$ cat config.mk
export PLATFORM = sky130hd
export DESIGN_NAME = store_buffer_flat
export DESIGN_NICKNAME = d
export VERILOG_FILES = /design/src/rtl/cpu_mem_pkg.sv /design/src/rtl/store_buffer_if.sv /design/src/rtl/sb_align_check.sv /design/src/rtl/store_buffer.sv /design/src/flat_wrapper.sv
export SDC_FILE = /design/constraint.sdc
export NUM_CORES = 1
export LEC_CHECK = 0
export CAP_MARGIN = 25
export CORE_MARGIN = 1.5
export CORE_UTILIZATION = 50
export CTS_BUF_LIST = sky130_fd_sc_hd__clkbuf_8
export CTS_CLUSTER_SIZE = 25
export DETAILED_ROUTE_END_ITERATION = 12
export PLACE_DENSITY = 0.8
export SLEW_MARGIN = 20
export SYNTH_ARGS = -nofsm -noshare
export SYNTH_HDL_FRONTEND = slang
export SYNTH_SLANG_ARGS = --single-unit
$ cat constraint.sdc
create_clock -name clk -period 4.2 [get_ports clk]
set_clock_uncertainty 0.1 [all_clocks]
set_input_delay 0.63 -clock clk [delete_from_list [all_inputs] [get_ports clk]]
set_output_delay 0.63 -clock clk [all_outputs]
set_load 0.05 [all_outputs]
$ cat src/rtl/cpu_mem_pkg.sv
// Shared CPU / data-memory definitions: store size codes and the
// pending-store entry layout used by the store buffer.
package cpu_mem_pkg;

  // Store size encoding, shared with data memory and the decoder.
  localparam logic [1:0] SZ_WORD = 2'b00;
  localparam logic [1:0] SZ_HALF = 2'b01;
  localparam logic [1:0] SZ_BYTE = 2'b10;
  localparam logic [1:0] SZ_BAD  = 2'b11;

  // One pending store as held in the buffer.
  typedef struct packed {
    logic [1:0]  size;
    logic [31:0] addr;
    logic [31:0] data;
    logic [31:0] pc;
  } sb_entry_t;

endpackage

$ cat src/rtl/store_buffer_if.sv
// Bundle of CPU store/load, data-memory drain and status signals around
// the store buffer. The buffer uses the slave view; the core/memory side
// (or a bench) uses the master view.
interface store_buffer_if #(
  parameter int DEPTH = 4
);
  localparam int PTR_W = $clog2(DEPTH);

  // CPU store side
  logic             st_valid;
  logic [1:0]       st_size;
  logic [31:0]      st_addr;
  logic [31:0]      st_data;
  logic [31:0]      st_pc;
  logic             st_ready;
  logic             st_err;
  // Load hazard side
  logic [31:0]      ld_addr;
  logic             ld_valid;
  logic             ld_hazard;
  // Data memory write port
  logic             drain_en;
  logic             mem_wr;
  logic [1:0]       mem_store;
  logic [31:0]      mem_addr;
  logic [31:0]      mem_data;
  logic [31:0]      mem_pc;
  // Status
  logic             empty;
  logic [PTR_W:0]   count;

  modport master (
    output st_valid, st_size, st_addr, st_data, st_pc,
    output ld_addr, ld_valid, drain_en,
    input  st_ready, st_err, ld_hazard,
    input  mem_wr, mem_store, mem_addr, mem_data, mem_pc,
    input  empty, count
  );

  modport slave (
    input  st_valid, st_size, st_addr, st_data, st_pc,
    input  ld_addr, ld_valid, drain_en,
    output st_ready, st_err, ld_hazard,
    output mem_wr, mem_store, mem_addr, mem_data, mem_pc,
    output empty, count
  );

endinterface

$ cat src/rtl/sb_align_check.sv
// Legality check for an offered store: size must be legal and the byte
// address must be naturally aligned for that size.
module sb_align_check
  import cpu_mem_pkg::*;
(
  input  logic [1:0] size,
  input  logic [1:0] addr_lo,
  output logic       ok
);

  // Decode size against the low address bits.
  always_comb begin
    ok = 1'b0;
    case (size)
      SZ_WORD: ok = (addr_lo == 2'b00);
      SZ_HALF: ok = (addr_lo[0] == 1'b0);
      SZ_BYTE: ok = 1'b1;
      default: ok = 1'b0;
    endcase
  end

endmodule

$ cat src/rtl/store_buffer.sv
// In-order FIFO of pending CPU stores feeding the data memory write port.
// Stores drain one per granted cycle; loads to a word with a pending store
// raise ld_hazard so the core can stall until the store has drained.
module store_buffer
  import cpu_mem_pkg::*;
#(
  parameter int DEPTH = 4
) (
  input  logic          clk,
  input  logic          reset,
  store_buffer_if.slave bus
);

  localparam int             PTR_W    = $clog2(DEPTH);
  localparam logic [PTR_W:0] FULL_CNT = (PTR_W + 1)'(DEPTH);

  sb_entry_t          entries_r [DEPTH];
  logic [DEPTH-1:0]   valid_r;
  logic [PTR_W-1:0]   head_r;
  logic [PTR_W-1:0]   tail_r;
  logic [PTR_W:0]     count_r;
  logic [PTR_W:0]     count_nxt_s;
  logic               st_err_r;

  logic               full_s;
  logic               empty_s;
  logic               ok_s;
  logic               accept_s;
  logic               push_s;
  logic               reject_s;
  logic               pop_s;
  logic               hit_s;
  sb_entry_t          new_entry_s;
  sb_entry_t          head_entry_s;
  logic               unused_s;

  sb_align_check u_align (
    .size    (bus.st_size),
    .addr_lo (bus.st_addr[1:0]),
    .ok      (ok_s)
  );

  // Occupancy is tracked by count so that wrap never confuses full/empty.
  assign full_s   = (count_r == FULL_CNT);
  assign empty_s  = (count_r == {(PTR_W + 1){1'b0}});
  // A full buffer ignores the offer entirely: no push and no error.
  assign accept_s = bus.st_valid & ~full_s;
  assign push_s   = accept_s & ok_s;
  assign reject_s = accept_s & ~ok_s;
  assign pop_s    = bus.drain_en & ~empty_s;

  assign new_entry_s  = '{size: bus.st_size, addr: bus.st_addr,
                          data: bus.st_data, pc: bus.st_pc};
  assign head_entry_s = entries_r[head_r];

  assign bus.st_ready  = ~full_s;
  assign bus.st_err    = st_err_r;
  assign bus.empty     = empty_s;
  assign bus.count     = count_r;
  assign bus.mem_wr    = pop_s;
  // Head values are always presented so waveforms stay readable when idle.
  assign bus.mem_store = head_entry_s.size;
  assign bus.mem_addr  = head_entry_s.addr;
  assign bus.mem_data  = head_entry_s.data;
  assign bus.mem_pc    = head_entry_s.pc;
  assign bus.ld_hazard = bus.ld_valid & hit_s;

  // Hazards are tracked at word granularity, so the byte offset is ignored.
  assign unused_s = ^bus.ld_addr[1:0];

  // Word-address match against every valid entry, including the one popping.
  always_comb begin
    hit_s = 1'b0;
    for (int i = 0; i < DEPTH; i++) begin
      hit_s = hit_s | (valid_r[i] & (entries_r[i].addr[31:2] == bus.ld_addr[31:2]));
    end
  end

  // Next occupancy: simultaneous push and pop leaves count unchanged.
  always_comb begin
    count_nxt_s = count_r;
    case ({push_s, pop_s})
      2'b10:   count_nxt_s = count_r + (PTR_W + 1)'(1'b1);
      2'b01:   count_nxt_s = count_r - (PTR_W + 1)'(1'b1);
      default: count_nxt_s = count_r;
    endcase
  end

  // Entry payload write at tail; payloads are deliberately left unreset.
  always_ff @(posedge clk) begin
    if (push_s) begin
      entries_r[tail_r] <= new_entry_s;
    end
  end

  // Pointers, valid bits, count and the one-cycle reject pulse.
  always_ff @(posedge clk or posedge reset) begin
    if (reset) begin
      head_r   <= {PTR_W{1'b0}};
      tail_r   <= {PTR_W{1'b0}};
      count_r  <= {(PTR_W + 1){1'b0}};
      valid_r  <= {DEPTH{1'b0}};
      st_err_r <= 1'b0;
    end else begin
      if (pop_s) begin
        valid_r[head_r] <= 1'b0;
        head_r          <= head_r + PTR_W'(1'b1);
      end
      if (push_s) begin
        valid_r[tail_r] <= 1'b1;
        tail_r          <= tail_r + PTR_W'(1'b1);
      end
      count_r  <= count_nxt_s;
      st_err_r <= reject_s;
    end
  end

endmodule

$ cat src/flat_wrapper.sv
// flat-port wrapper written by rule: the top's interface ports become plain ports
module store_buffer_flat import cpu_mem_pkg::*;
#(
  parameter int DEPTH = 4
)
  (clk, reset, bus_st_valid, bus_st_size, bus_st_addr, bus_st_data, bus_st_pc, bus_ld_addr, bus_ld_valid, bus_drain_en, bus_st_ready, bus_st_err, bus_ld_hazard, bus_mem_wr, bus_mem_store, bus_mem_addr, bus_mem_data, bus_mem_pc, bus_empty, bus_count);
  store_buffer_if #(.DEPTH(DEPTH)) bus_i ();
  input  logic clk;
  input  logic reset;
  input wire logic [$bits(bus_i.st_valid)-1:0] bus_st_valid;
  input wire logic [$bits(bus_i.st_size)-1:0] bus_st_size;
  input wire logic [$bits(bus_i.st_addr)-1:0] bus_st_addr;
  input wire logic [$bits(bus_i.st_data)-1:0] bus_st_data;
  input wire logic [$bits(bus_i.st_pc)-1:0] bus_st_pc;
  input wire logic [$bits(bus_i.ld_addr)-1:0] bus_ld_addr;
  input wire logic [$bits(bus_i.ld_valid)-1:0] bus_ld_valid;
  input wire logic [$bits(bus_i.drain_en)-1:0] bus_drain_en;
  output wire logic [$bits(bus_i.st_ready)-1:0] bus_st_ready;
  output wire logic [$bits(bus_i.st_err)-1:0] bus_st_err;
  output wire logic [$bits(bus_i.ld_hazard)-1:0] bus_ld_hazard;
  output wire logic [$bits(bus_i.mem_wr)-1:0] bus_mem_wr;
  output wire logic [$bits(bus_i.mem_store)-1:0] bus_mem_store;
  output wire logic [$bits(bus_i.mem_addr)-1:0] bus_mem_addr;
  output wire logic [$bits(bus_i.mem_data)-1:0] bus_mem_data;
  output wire logic [$bits(bus_i.mem_pc)-1:0] bus_mem_pc;
  output wire logic [$bits(bus_i.empty)-1:0] bus_empty;
  output wire logic [$bits(bus_i.count)-1:0] bus_count;
  assign bus_i.st_valid = bus_st_valid;
  assign bus_i.st_size = bus_st_size;
  assign bus_i.st_addr = bus_st_addr;
  assign bus_i.st_data = bus_st_data;
  assign bus_i.st_pc = bus_st_pc;
  assign bus_i.ld_addr = bus_ld_addr;
  assign bus_i.ld_valid = bus_ld_valid;
  assign bus_i.drain_en = bus_drain_en;
  assign bus_st_ready = bus_i.st_ready;
  assign bus_st_err = bus_i.st_err;
  assign bus_ld_hazard = bus_i.ld_hazard;
  assign bus_mem_wr = bus_i.mem_wr;
  assign bus_mem_store = bus_i.mem_store;
  assign bus_mem_addr = bus_i.mem_addr;
  assign bus_mem_data = bus_i.mem_data;
  assign bus_mem_pc = bus_i.mem_pc;
  assign bus_empty = bus_i.empty;
  assign bus_count = bus_i.count;
  store_buffer #(.DEPTH(DEPTH)) u_core (.clk(clk), .reset(reset), .bus(bus_i));
endmodule
==> impl_metrics.yaml, run 1 <==
global_route:
  grt_pass1_vias: 8999
  grt_max_degree: 61
  grtUsageTotal_pct: 21.9
  grt_first_pass_wirelength_um: 54000
  gr-total-overflow: 0
  antenna_found_initial: 3
drt:
  num_vias: 8302
  wl_um: 35900
  drt_first_iter_violations: 595
  post-route-drc-count: 0
  first_pass_iters: 5
  route.antenna.remaining_nets: 0
  routed_via_density: 5.43
  wl_per_cell_um: 23.5
placement:
  port_buffers: 238
  gp_congestion: 0.914
  dp_cells: 1412
  dp_hpwl_um: 24100
die:
  dieArea_sq_mm: 0.0337
  rows: 65
  start_util_pct: 51.3
  ios: 241
  die_w_um: 184
  coreArea_sq_mm: 0.0318
  fp.dieH_um: 184
timing:
  min_period_ps: 3720
  setup_tns_ps: 0
  rsz0062_at_grt: "false"
  finalCritPeriodShare_pct: 88.5
  hold_viol_final: 0
  fmax_mhz: 269
  slew_violations: 0
  setup_viol: 0
  tightest_slew_ps: 613
  timing.slew.headroom_pct: 59.0
logic_synthesis:
  synth_warnings: 0
  synth-seq-cells: 404
  avgSynthCellArea_sq_um: 21.7
  ys_seq_area_share_pct: 74.0
  syn_area_sq_mm: 0.0163
  synth_nets: 898
  synthDistinctLibCells: 29
  syn_inst: 753
setup_path:
  r2r_cells: 10
  cpLargestDelayFamily: "buffers and inverters"
  worst_r2r_startpoint: "u_core.bus.count[0]"
  start_kind: "flip-flop"
  cp.arrival_ps: 2990
  r2r_end: "u_core.bus.count[2]"
  r2r_slack_ps: 1930
  critical-path-max-stage-delay_ps: 730
  cp-end-kind: "output port"
  crit_required_ps: 3470
  cp_max_fo: 21
  critical_path_class: "flip-flop to output port"
  worstPathCellList: "buf_4 > mux4_2 > clkdlybuf4s50_1"
  crit_slowest_cell: "dfrtp_4"
  cp_num_buf_inv: 2
pwr:
  power_density_mw_per_mm2: 670
  p_sw_share_pct: 37.7
  ir_worst_vdd_mv: 0.441
  seqPwrFrac_pct: 36.7
  internal-power_mw: 8.56
  p_leak_nw: 6.74
  p_sw_mw: 5.18
  clkPwrFrac_pct: 22.1
  combPwrFrac_pct: 41.2
clock_network:
  clockBufferDepth: 3
  clk_latency_ps: 560
  cts_buffers: 66
  path_clk_slew_ps: 60
  cts_resized: 0
  cts_tree: "done"
  postCtsHoldBufs: 0
  htreeDepth: 3
  cts_root_buf: "clkbuf_8"
  cts_sinks: 404
  cts_setup_buffers: 0
cells_and_area:
  final_common_cell: "edfxtp_1"
  areaGrowthSynthToFinish_pct: 25.7
  final_cell_mix: "edfxtp_1 (392), clkdlybuf4s50_1 (237), mux4_2 (98), xnor2_1 (69), clkbuf_8 (67)"
  drive_gt1_share_pct: 19.8
  nets: 1190
  final_cells: 1530
status:
  status: "completed"
min_path:
  hp-class: "input port to asynchronous set/reset pin"
job:
  maxCapViolations: 0
[power groups by stage]
stage	Combinational [mW]	Sequential, mW	Clock [mW]
global route	5.91	5.09	3.29
CTS	5.72	5.05	3.12
finish	5.65	5.05	3.04
detailed placement	5.69	5.13	0
floorplan	3.86	5.08	0
global placement	5.66	5.11	0
[sequential cells by signal, summed over array words and instances, names as in the netlist]
register,count
u_core.tail_r,2
u_core.bus.st_err,1
u_core.head_r,2
u_core.entries_r,392
u_core.bus.count,3
u_core.valid_r,4
[routing by layer]
layer | track usage [%] | share of wire [%] | vias up
li1 | - | - | 3647
met1 | 27.5 | 38 | 4218
met2 | 35.9 | 49 | 368
met3 | 7.41 | 10 | 67
met4 | 7.77 | 2.4 | 2
met5 | 0 | 0.036 | -
[layout make-up]
class / count / area (sq um)
Inverter: 10 / 37.5
Timing Repair Buffer: 262 / 2750
Tap cell: 435 / 544
Fill cell: 2121 / 11300
Clock buffer: 67 / 922
Multi-Input combinational cell: 301 / 3940
Antenna cell: 3 / 7.51
Sequential cell: 404 / 12100
Clock inverter: 48 / 234
[metrics by stage]
step / total power, mW / hold slack (ps) / util [%] / setup slack [ps] / cell area, sq um
2_1_floorplan: 8.94 / 349 / - / 748 / 16300
3_3_place_gp: 10.8 / 384 / 60.8 / 741 / 19300
3_5_place_dp: 10.8 / 414 / 60.8 / 723 / 19300
4_1_cts: 13.9 / 257 / 64.5 / 401 / 20500
5_1_grt: 14.3 / 326 / 64.5 / 333 / 20500
6_report: 13.7 / 281 / 64.5 / 484 / 20500
[cell usage after synthesis, drive strengths merged]
| master | n | area [sq um] |
|---|---|---|
| inv | 10 | 37.5 |
| and2 | 4 | 25.0 |
| nand4 | 24 | 150 |
| a21o | 4 | 30.0 |
| mux2i | 1 | 10.0 |
| fa | 1 | 20.0 |
| dfrtp | 12 | 300 |
| nor2 | 2 | 7.51 |
| nand2 | 7 | 26.3 |
| edfxtp | 392 | 11800 |
| nand2b | 1 | 6.26 |
| nand3 | 1 | 5.00 |
| ha | 9 | 113 |
| and3 | 1 | 6.26 |
| xor2 | 46 | 403 |
| nor2b | 2 | 12.5 |
| nor3 | 1 | 5.00 |
| nor4 | 16 | 100 |
| a41oi | 1 | 16.3 |
| xnor2 | 79 | 767 |
| mux4 | 98 | 2210 |
| o21ai | 2 | 10.0 |
| o31ai | 1 | 7.51 |
| buf | 29 | 239 |
| clkbuf | 9 | 37.5 |
[worst reg2reg max path: stages (launching register included)]
cell and delay, ps:
dfrtp_1 430, inv_1 120, nand3_1 130, and3_1 290, inv_1 90, ha_1 190
inv_1 60, fa_1 380, xor2_1 150, nor2_1 120, xor2_1 160
[worst max-delay path by stage]
stage	cells after the start	end	from	slack [ps]
floorplan	9	u_core.bus.count[2]	u_core.bus.count[0]	750
global placement	7	bus_ld_hazard	bus_ld_addr[2]	740
detailed placement	7	bus_ld_hazard	bus_ld_addr[2]	720
CTS	3	bus_mem_addr[17]	u_core.head_r[0]	400
global route	3	bus_mem_addr[17]	u_core.head_r[0]	330
finish	3	bus_mem_addr[17]	u_core.head_r[0]	480
[cells by family (layout without fill, tap and decap cells)]
group | after synthesis | after routing | synth area share [%]
compound gates | 8 | 8 | 0.391
xor+xnor | 125 | 125 | 7.17
fa+ha+maj | 10 | 10 | 0.813
buf+inv | 48 | 387 | 1.93
flops | 404 | 404 | 74.0
mux | 99 | 99 | 13.6
other cells | 0 | 3 | 0
simple gates | 59 | 59 | 2.11
Power figures use the tool's default switching activity.
==> run 2: changes to the inputs <==
--- a/config.mk
+++ b/config.mk
@@ -12,7 +12,6 @@
 export CTS_CLUSTER_SIZE = 25
 export DETAILED_ROUTE_END_ITERATION = 12
 export PLACE_DENSITY = 0.8
-export SLEW_MARGIN = 20
 export SYNTH_ARGS = -nofsm -noshare
 export SYNTH_HDL_FRONTEND = slang
 export SYNTH_SLANG_ARGS = --single-unit
==> results of run 2 <==
No change in the layout: final DEF, timing and power equal those of run 1.
